<file path="config.mk">
export PLATFORM = sky130hd
export DESIGN_NAME = hpdl_buffer_dump
export DESIGN_NICKNAME = d
export VERILOG_FILES = /design/src/rtl/hpdl_pkg.sv /design/src/rtl/uart_tx_serializer.sv /design/src/rtl/hpdl_buffer_dump.sv
export SDC_FILE = /design/constraint.sdc
export NUM_CORES = 1
export LEC_CHECK = 0
export CORE_MARGIN = 4
export CORE_UTILIZATION = 35
export CTS_CLUSTER_DIAMETER = 120
export DETAILED_ROUTE_END_ITERATION = 16
export SYNTH_ARGS = -nofsm -noshare
export SYNTH_HDL_FRONTEND = slang
export SYNTH_SLANG_ARGS = --single-unit
</file>
<file path="constraint.sdc">
create_clock -name CLK_i -period 2.2 [get_ports CLK_i]
set_input_delay 0.33 -clock CLK_i [delete_from_list [all_inputs] [get_ports CLK_i]]
set_output_delay 0.33 -clock CLK_i [all_outputs]
set_load 0.02 [all_outputs]
</file>
<file path="src/rtl/hpdl_pkg.sv">
// Shared constants, state encoding and byte helpers
// for the HPDL buffer dump.
package hpdl_pkg;

  localparam logic [7:0] CH_LBRACK = 8'h5B;
  localparam logic [7:0] CH_RBRACK = 8'h5D;
  localparam logic [7:0] CH_CR     = 8'h0D;
  localparam logic [7:0] CH_LF     = 8'h0A;
  localparam logic [7:0] CH_DOT    = 8'h2E;
  localparam logic [7:0] CH_MIN    = 8'h20;
  localparam logic [7:0] CH_MAX    = 8'h7E;

  typedef enum logic [2:0] {
    S_IDLE,
    S_HDR,
    S_RD_ADDR,
    S_RD_DATA,
    S_CHAR,
    S_TRL,
    S_DONE
  } state_t;

  // Non-printable bytes (incl. anything with bit 7 set) become '.'
  function automatic logic [7:0] sanitize(input logic [7:0] b);
    return (b < CH_MIN || b > CH_MAX) ? CH_DOT : b;
  endfunction

  // Trailer sequence: ']' CR LF
  function automatic logic [7:0] trailer(input logic [1:0] idx);
    logic [7:0] r;
    r = CH_LF;
    unique case (idx)
      2'd0:    r = CH_RBRACK;
      2'd1:    r = CH_CR;
      default: r = CH_LF;
    endcase
    return r;
  endfunction

endpackage

</file>
<file path="src/rtl/uart_tx_serializer.sv">
// 8N1 transmit serializer with valid/ready intake.
// Ready also rises in the last stop-bit cycle so bytes chain gap-free.
module uart_tx_serializer #(
  parameter int CLK_HZ = 12000000,
  parameter int BAUD   = 115200
) (
  input  logic       clk,
  input  logic       rst,
  input  logic       valid,
  input  logic [7:0] data,
  output logic       ready,
  output logic       tx
);

  localparam int PERIOD = CLK_HZ / BAUD;
  localparam int CW = (PERIOD > 1) ? $clog2(PERIOD) : 1;
  localparam logic [CW-1:0] CELL_LAST = CW'(PERIOD - 1);

  logic          busy;
  logic [CW-1:0] baud_cnt;
  logic [3:0]    bit_cnt;
  logic [8:0]    shift;
  logic          cell_end;
  logic          last_bit;
  logic          accept;

  assign cell_end = baud_cnt == CELL_LAST;
  assign last_bit = bit_cnt == 4'd9;
  assign ready    = !busy || (cell_end && last_bit);
  assign accept   = valid && ready;

  // Bit-cell timing and shift-out; start bit goes out the cycle after accept
  always_ff @(posedge clk) begin
    if (rst) begin
      busy     <= 1'b0;
      baud_cnt <= '0;
      bit_cnt  <= '0;
      shift    <= '1;
      tx       <= 1'b1;
    end else if (accept) begin
      busy     <= 1'b1;
      baud_cnt <= '0;
      bit_cnt  <= '0;
      shift    <= {1'b1, data};
      tx       <= 1'b0;
    end else if (busy) begin
      if (cell_end) begin
        baud_cnt <= '0;
        if (last_bit) begin
          busy    <= 1'b0;
          bit_cnt <= '0;
          tx      <= 1'b1;
        end else begin
          bit_cnt <= bit_cnt + 4'd1;
          tx      <= shift[0];
          shift   <= {1'b1, shift[8:1]};
        end
      end else begin
        baud_cnt <= baud_cnt + 1'b1;
      end
    end
  end

endmodule

</file>
<file path="src/rtl/hpdl_buffer_dump.sv">
// Dumps the display character memory as one framed,
// sanitised line over an 8N1 UART.
module hpdl_buffer_dump
  import hpdl_pkg::*;
#(
  parameter int CLK_HZ         = 12000000,
  parameter int BAUD           = 115200,
  parameter int DISPLAY_LENGTH = 16
) (
  input  logic       CLK_i,
  input  logic       RST_i,
  input  logic       i_dump_start,
  output logic [3:0] o_rd_address,
  input  logic [7:0] i_rd_data,
  output logic       UART_TX,
  output logic       o_busy,
  output logic       o_done
);

  localparam logic [3:0] LAST_ADDR = 4'(DISPLAY_LENGTH - 1);

  state_t     state;
  state_t     nxt;
  logic [3:0] addr;
  logic [7:0] ch;
  logic [1:0] trl_idx;
  logic       valid;
  logic       ready;
  logic [7:0] tx_byte;
  logic       at_last;

  assign at_last      = addr >= LAST_ADDR;
  assign o_rd_address = RST_i ? 4'd0 : addr;
  assign o_busy       = !RST_i && (state != S_IDLE);
  assign o_done       = !RST_i && (state == S_DONE);

  uart_tx_serializer #(
    .CLK_HZ(CLK_HZ),
    .BAUD  (BAUD)
  ) u_ser (
    .clk  (CLK_i),
    .rst  (RST_i),
    .valid(valid),
    .data (tx_byte),
    .ready(ready),
    .tx   (UART_TX)
  );

  // Next-state and byte offer; the next read runs while the
  // previous byte is still on the wire
  always_comb begin
    nxt     = state;
    valid   = 1'b0;
    tx_byte = CH_LBRACK;
    unique case (state)
      S_IDLE: begin
        if (i_dump_start) nxt = S_HDR;
      end
      S_HDR: begin
        valid = 1'b1;
        if (ready) nxt = S_RD_ADDR;
      end
      S_RD_ADDR: nxt = S_RD_DATA;
      S_RD_DATA: nxt = S_CHAR;
      S_CHAR: begin
        valid   = 1'b1;
        tx_byte = ch;
        if (ready) nxt = at_last ? S_TRL : S_RD_ADDR;
      end
      S_TRL: begin
        if (trl_idx != 2'd3) begin
          valid   = 1'b1;
          tx_byte = trailer(trl_idx);
        end else if (ready) begin
          nxt = S_DONE;
        end
      end
      S_DONE:  nxt = S_IDLE;
      default: nxt = S_IDLE;
    endcase
  end

  // State, read address, captured character and trailer index
  always_ff @(posedge CLK_i) begin
    if (RST_i) begin
      state   <= S_IDLE;
      addr    <= '0;
      ch      <= '0;
      trl_idx <= '0;
    end else begin
      state <= nxt;
      if (state == S_IDLE || state == S_DONE) begin
        addr    <= '0;
        trl_idx <= '0;
      end
      if (state == S_RD_DATA) ch <= sanitize(i_rd_data);
      if (state == S_CHAR && ready && !at_last) addr <= addr + 4'd1;
      if (state == S_TRL && valid && ready) trl_idx <= trl_idx + 2'd1;
    end
  end

endmodule

</file>
# Word level (Yosys, flattened, before mapping)
# Cells that the tools add are included.
op_classes:
  reduce_logical: 27
  n_eq_ne: 16
  addsub: 4
  muxes: 32
  magnitude_cmp: 3
ops:
  columns: ["operator", "count"]
  rows:
  - ["$mux W8", 5]
  - ["$mux W3", 6]
  - ["$pmux W3 S6", 1]
  - ["$mux W4", 4]
  - ["$pmux W8 S2", 1]
  - ["$mux W7", 2]
  - ["$ne A2 B2 Y1 const B", 7]
  - ["$pmux W7 S2", 1]
  - ["$eq A3 B3 Y1 const B", 3]
  - ["$mux W1", 9]
  - ["$add A4 B1 Y4 const B", 2]
  - ["$gt A8 B7 Y1 const B", 1]
  - ["$logic_and A1 B1 Y1", 8]
  - ["$lt A8 B6 Y1 const B", 1]
  - ["$reduce_bool A2 Y1", 4]
  - ["$add A7 B1 Y7 const B", 1]
  - ["$eq A7 B7 Y1 const B", 1]
  - ["$eq A3 B2 Y1 const B", 2]
  - ["$reduce_and A5 Y1", 1]
  - ["$eq A4 B4 Y1 const B", 1]
  - ["$ge A4 B4 Y1 const B", 1]
  - ["$mux W2", 2]
  - ["$reduce_and A2 Y1", 2]
  - ["$reduce_or A2 Y1", 2]
  - ["other kinds (10)", 14]
totals:
  input_bits: 11
  wordCells: 91
  reg_bits: 38

# Longest topological paths before layout
# Gate-level depths: netlist (run 1).
depth:
  ltp_word: 6
  ltp_mapped: 7

# Hierarchy
# From an unflattened synthesis (run 1), not the netlist that was laid out.
hier_totals:
  hier_cells: 249
  hier_area_um2: 2192.1
modules_own_cells:
  columns: ["module", "cells_per_inst", "area_per_inst_um2", "instances"]
  rows:
  - ["uart_tx_serializer", 118, 1133.6, 1]
  - ["hpdl_buffer_dump", 131, 1058.5, 1]

# Worst setup path before layout (run 1)
# OpenSTA, ideal clock, no wires.
synth_path:
  path_type: "flip-flop to output port"
  startpoint: "reg state[0]"
  endpoint: "out o_done"
  stages_incl_launch_ff: 4
  required_time_ps: 1870
  arrival_ps: 1360
  setup_slack_ps: 510
  cell_sequence: "dfxtp_1 > buf_4 > clkbuf_1 > nor4bb_1"
synth_between:
  elab_chain_len: 2
synth_rtl:
  columns: ["element", "line_no", "rtl"]
  rows:
  - ["start, declared", "hpdl_buffer_dump.sv:22", "state_t state;"]
  - ["start signal, assigned", "hpdl_buffer_dump.sv:91", "state <= nxt;"]
  - ["$eq A3 B3 Y1", "hpdl_buffer_dump.sv:35", "assign o_done = !RST_i && (state == S_DONE);"]
  - ["$logic_and A1 B1 Y1", "hpdl_buffer_dump.sv:35", null]
  - ["end, declared", "hpdl_buffer_dump.sv:17", "output logic o_done"]
# Every way passes these cells.

# Final worst setup path (run 1)
layout_path:
  startpoint: "in RST_i"
  endpoint: "out o_done"
layout_between:
  elab_chain_len: 2
layout_rtl:
  columns: ["element", "line_no", "rtl"]
  rows:
  - ["start, declared", "hpdl_buffer_dump.sv:11", "input logic RST_i,"]
  - ["$logic_not A1 Y1", "hpdl_buffer_dump.sv:35", null]
  - ["$logic_and A1 B1 Y1", "hpdl_buffer_dump.sv:35", null]
# Every way passes these cells.

==> summary.md, run 1 <==
| Metric | Value |
|---|---|
| Synth Area per Inst | 8.58 um2 |
| Largest net degree at the start of global routing | 15 |
| Vias per cell | 5.22 |
| Int Power | 0.00142 W |
| Gr usage total | 0.119 |
| P&R area growth vs syn | 15.7% |
| CTS Hold Bufs | 0 |
| Placed wire-length estimate | 3.03 mm |
| Port Buf Inserts | 17 |
| Detail Route Antenna Nets | 0 |
| CTS tree | done |
| Pwr/cell area | 961 nW/um2 |
| Clock power frac | 0.208 |
| CP Launch Point | RST_i |
| Unrepaired setup endpoints after global routing | false |
| Vias | 1696 |
| Max_cap viols | 0 |
| Async SR Flop Fraction | 0 |
| Max Slew Vio Count | 0 |
| Placed Instances | 319 |
| Worst reg2reg setup slack | 0.30 ns |
| WL/cell | 12.4 um |
| Post-synthesis net count | 253 |
| Req. time, crit path | 1.87 ns |
| Max frequency | 492 MHz |
| Seq pwr share | 0.401 |
| Die H | 84.1 um |
| Largest buffer count on any clock path | 2 |
| Fin cells | 325 |
| Final Instance Area | 2340 um2 |
| Period minus WS final | 2.03 ns |
| Worst EP arrival | 1.70 ns |
| Initial antenna violation count | 0 |
| Measured slew at the worst slew-check pin | 0.546 ns |
| CP max FO | 2 |
| Setup crit end kind | output port |
| Static Leak | 0.839 nW |
| Grt ovf | 0 |
| WS Path Type | input pin to output port |
| Worst-path clk slew | 0.06 ns |
| Psw | 0.000834 W |
| Number of synthesized flops with an enable pin | 0 |
| Final Setup Violations | 0 |
| WL final | 4.02 mm |
| Share of layout cells above drive strength 1 | 0.107 |
| Reg-to-reg startpoint | state[0] |
| Area of the core | 5570 um2 |
| Main flop type after synthesis | dfxtp_1 |
| Post-route DRC | 0 |
| Postcts setup bufs | 0 |
| Die Area | 7070 um2 |
| Mapped cell area | 2030 um2 |
| ANT cells | 0 |
| Nets | 271 |
| Final core utilization | 0.420 |
| Sw Share | 0.370 |
| Flops & latches, synth | 38 |
| I/O Pins | 18 |
| Worst skew pair latency | 0.28 ns |
| Yosys top cell area share | 0.376 |
| Commonest cells post-synth | 40 x nor2_1, 38 x dfxtp_1, 16 x a21oi_1, 14 x nand2_1, 9 x nor3_1 |
| Num CTS Buffers | 5 |
| Worst flop-to-flop path endpoint | u_ser.shift[1] |
| Initial core utilization | 0.363 |
| CP Launch Type | input pin |
| Count leader, synth | nor2_1 |
| Root buffer cell | clkbuf_8 |
| CTS H-tree depth | 2 |
| Layout Skew | 0.00850 ns |
| Vias in the first global route | 1538 |
| Cell count after synthesis | 236 |
| Hold Fails Final Rpt | 0 |
| Drt first-iter violations | 58 |
| Unique masters post-synth | 54 |
| Combinational share of power | 0.391 |
| Row count | 27 |
| Cell Area, Placed | 2260 um2 |
| Final worst path period share | 0.924 |
| HP Class | register to register |
| First-pass GRT wire length | 6.91 mm |
| Largest area contributor in the netlist | dfxtp_1 |
| CP Capture Point | o_done |
| Ranking of synthesized cells by area | dfxtp_1 38%, nor2_1 7.4%, a21oi_1 4.0%, ha_1 3.7%, nand2_1 2.6% |
| Synth warnings | 0 |
| R2R cell count | 5 |
| Slew headroom | 0.635 |
| Post-synthesis sequential area ratio | 0.376 |
| Fin Setup TNS | 0 ns |
| Worst vdd ir | 0.378 mV |
| TritonRoute pass-1 iters | 4 |
| Die X | 84.1 um |
| Outcome | finished clean |
| Routability cong. | 0.758 |
| CTS sink count | 38 |
[worst min-delay path by stage]
stage | cells after the start | start | to | slack, ns
after floorplan | 1 | u_ser.shift[1] | u_ser.shift[1] | 0.44
final | 2 | u_ser.shift[4] | u_ser.shift[4] | 0.47
after global routing | 1 | u_ser.shift[1] | u_ser.shift[1] | 0.49
after CTS | 2 | u_ser.shift[6] | u_ser.shift[6] | 0.47
after detailed placement | 2 | u_ser.shift[6] | u_ser.shift[6] | 0.46
after global placement | 2 | u_ser.shift[6] | u_ser.shift[6] | 0.45
[through the flow]
stage	setup slack [ns]	total power (W)	hold WS, ns
2_1_floorplan	0.510	0.00163	0.436
3_3_place_gp	0.146	0.00180	0.446
3_5_place_dp	0.151	0.00181	0.457
4_1_cts	0.0581	0.00228	0.475
5_1_grt	0.0768	0.00241	0.492
6_report	0.167	0.00225	0.469
[cell type report]
class	count	area, um2
fill	586	3230
timing repair buffer	23	215
sequential	38	763
tap	72	90.1
clock buffer	6	82.6
multi-input combinational	183	1180
inverter	3	11.3
[power by group through the flow]
stage          logic [W]  registers, W  clock network (W)
2_1_floorplan   0.000753      0.000877                  0
3_3_place_gp    0.000885      0.000914                  0
3_5_place_dp    0.000888      0.000918                  0
4_1_cts         0.000892      0.000902           0.000486
5_1_grt         0.000978      0.000922           0.000515
6_report        0.000881      0.000903           0.000468
[timing repair]
action | in CTS | in global routing
setup endpoints to repair | 0 | 1
resized for setup | 0 | 2
endpoints found under the hold margin | 0 | 0
[state kept, by name (all words and copies together), names as in the netlist]
signal,count
trl_idx,2
ch,8
addr,4
u_ser.shift,8
u_ser.tx,1
u_ser.baud_cnt,7
u_ser.bit_cnt,4
u_ser.busy,1
state,3
[per-layer routing]
layer	global-route usage	part of all wire
met4	0.0351	0.010
met2	0.189	0.45
met5	0	0
met1	0.151	0.50
met3	0.0395	0.040
[cell usage in the layout (no fill, tap or decap), types with 3 or more instances in the layout]
master and instances:
buf_4 6, o211ai_1 3, nor3_1 9, a21oi_1 16, xor2_1 5, inv_1 3, clkbuf_8 6, ha_1 6
nand2b_1 7, nand4_1 7, nor2b_1 8, nand2_1 14, o31ai_1 4, xnor2_1 4, a211o_1 3, dfxtp_1 36
nand3_1 8, clkdlybuf4s50_1 17, mux2i_1 3, a22oi_1 3, o21bai_1 3, nor2_1 40, o21ai_0 6
[worst max-delay path, stage by stage]
cell and delay (ns):
clkdlybuf4s50_1 0.42, nor4bb_1 0.28, clkdlybuf4s50_1 0.67
[cell families (layout without fill, tap and decap cells)]
kind of cell    after synthesis  count (layout)  synth area share
buf+inv                      15              32            0.0414
fa+ha+maj                     6               6            0.0371
xor+xnor                      9               9            0.0389
mux                           3               3            0.0148
compound gates               51              51             0.200
simple gates                114             114             0.292
flops                        38              38             0.376
Power figures use the tool's default switching activity.
==> inputs of run 2 (changes only) <==
Settings changed: ABC_CLOCK_PERIOD_IN_PS set to 2200.
==> results of run 2 <==
The final DEF is identical to that of run 1; final timing and power are the same.
==> inputs of run 3 (changes only) <==
Settings changed: TNS_END_PERCENT set to 5.
==> results of run 3 <==
The final DEF is identical to that of run 1; final timing and power are the same.
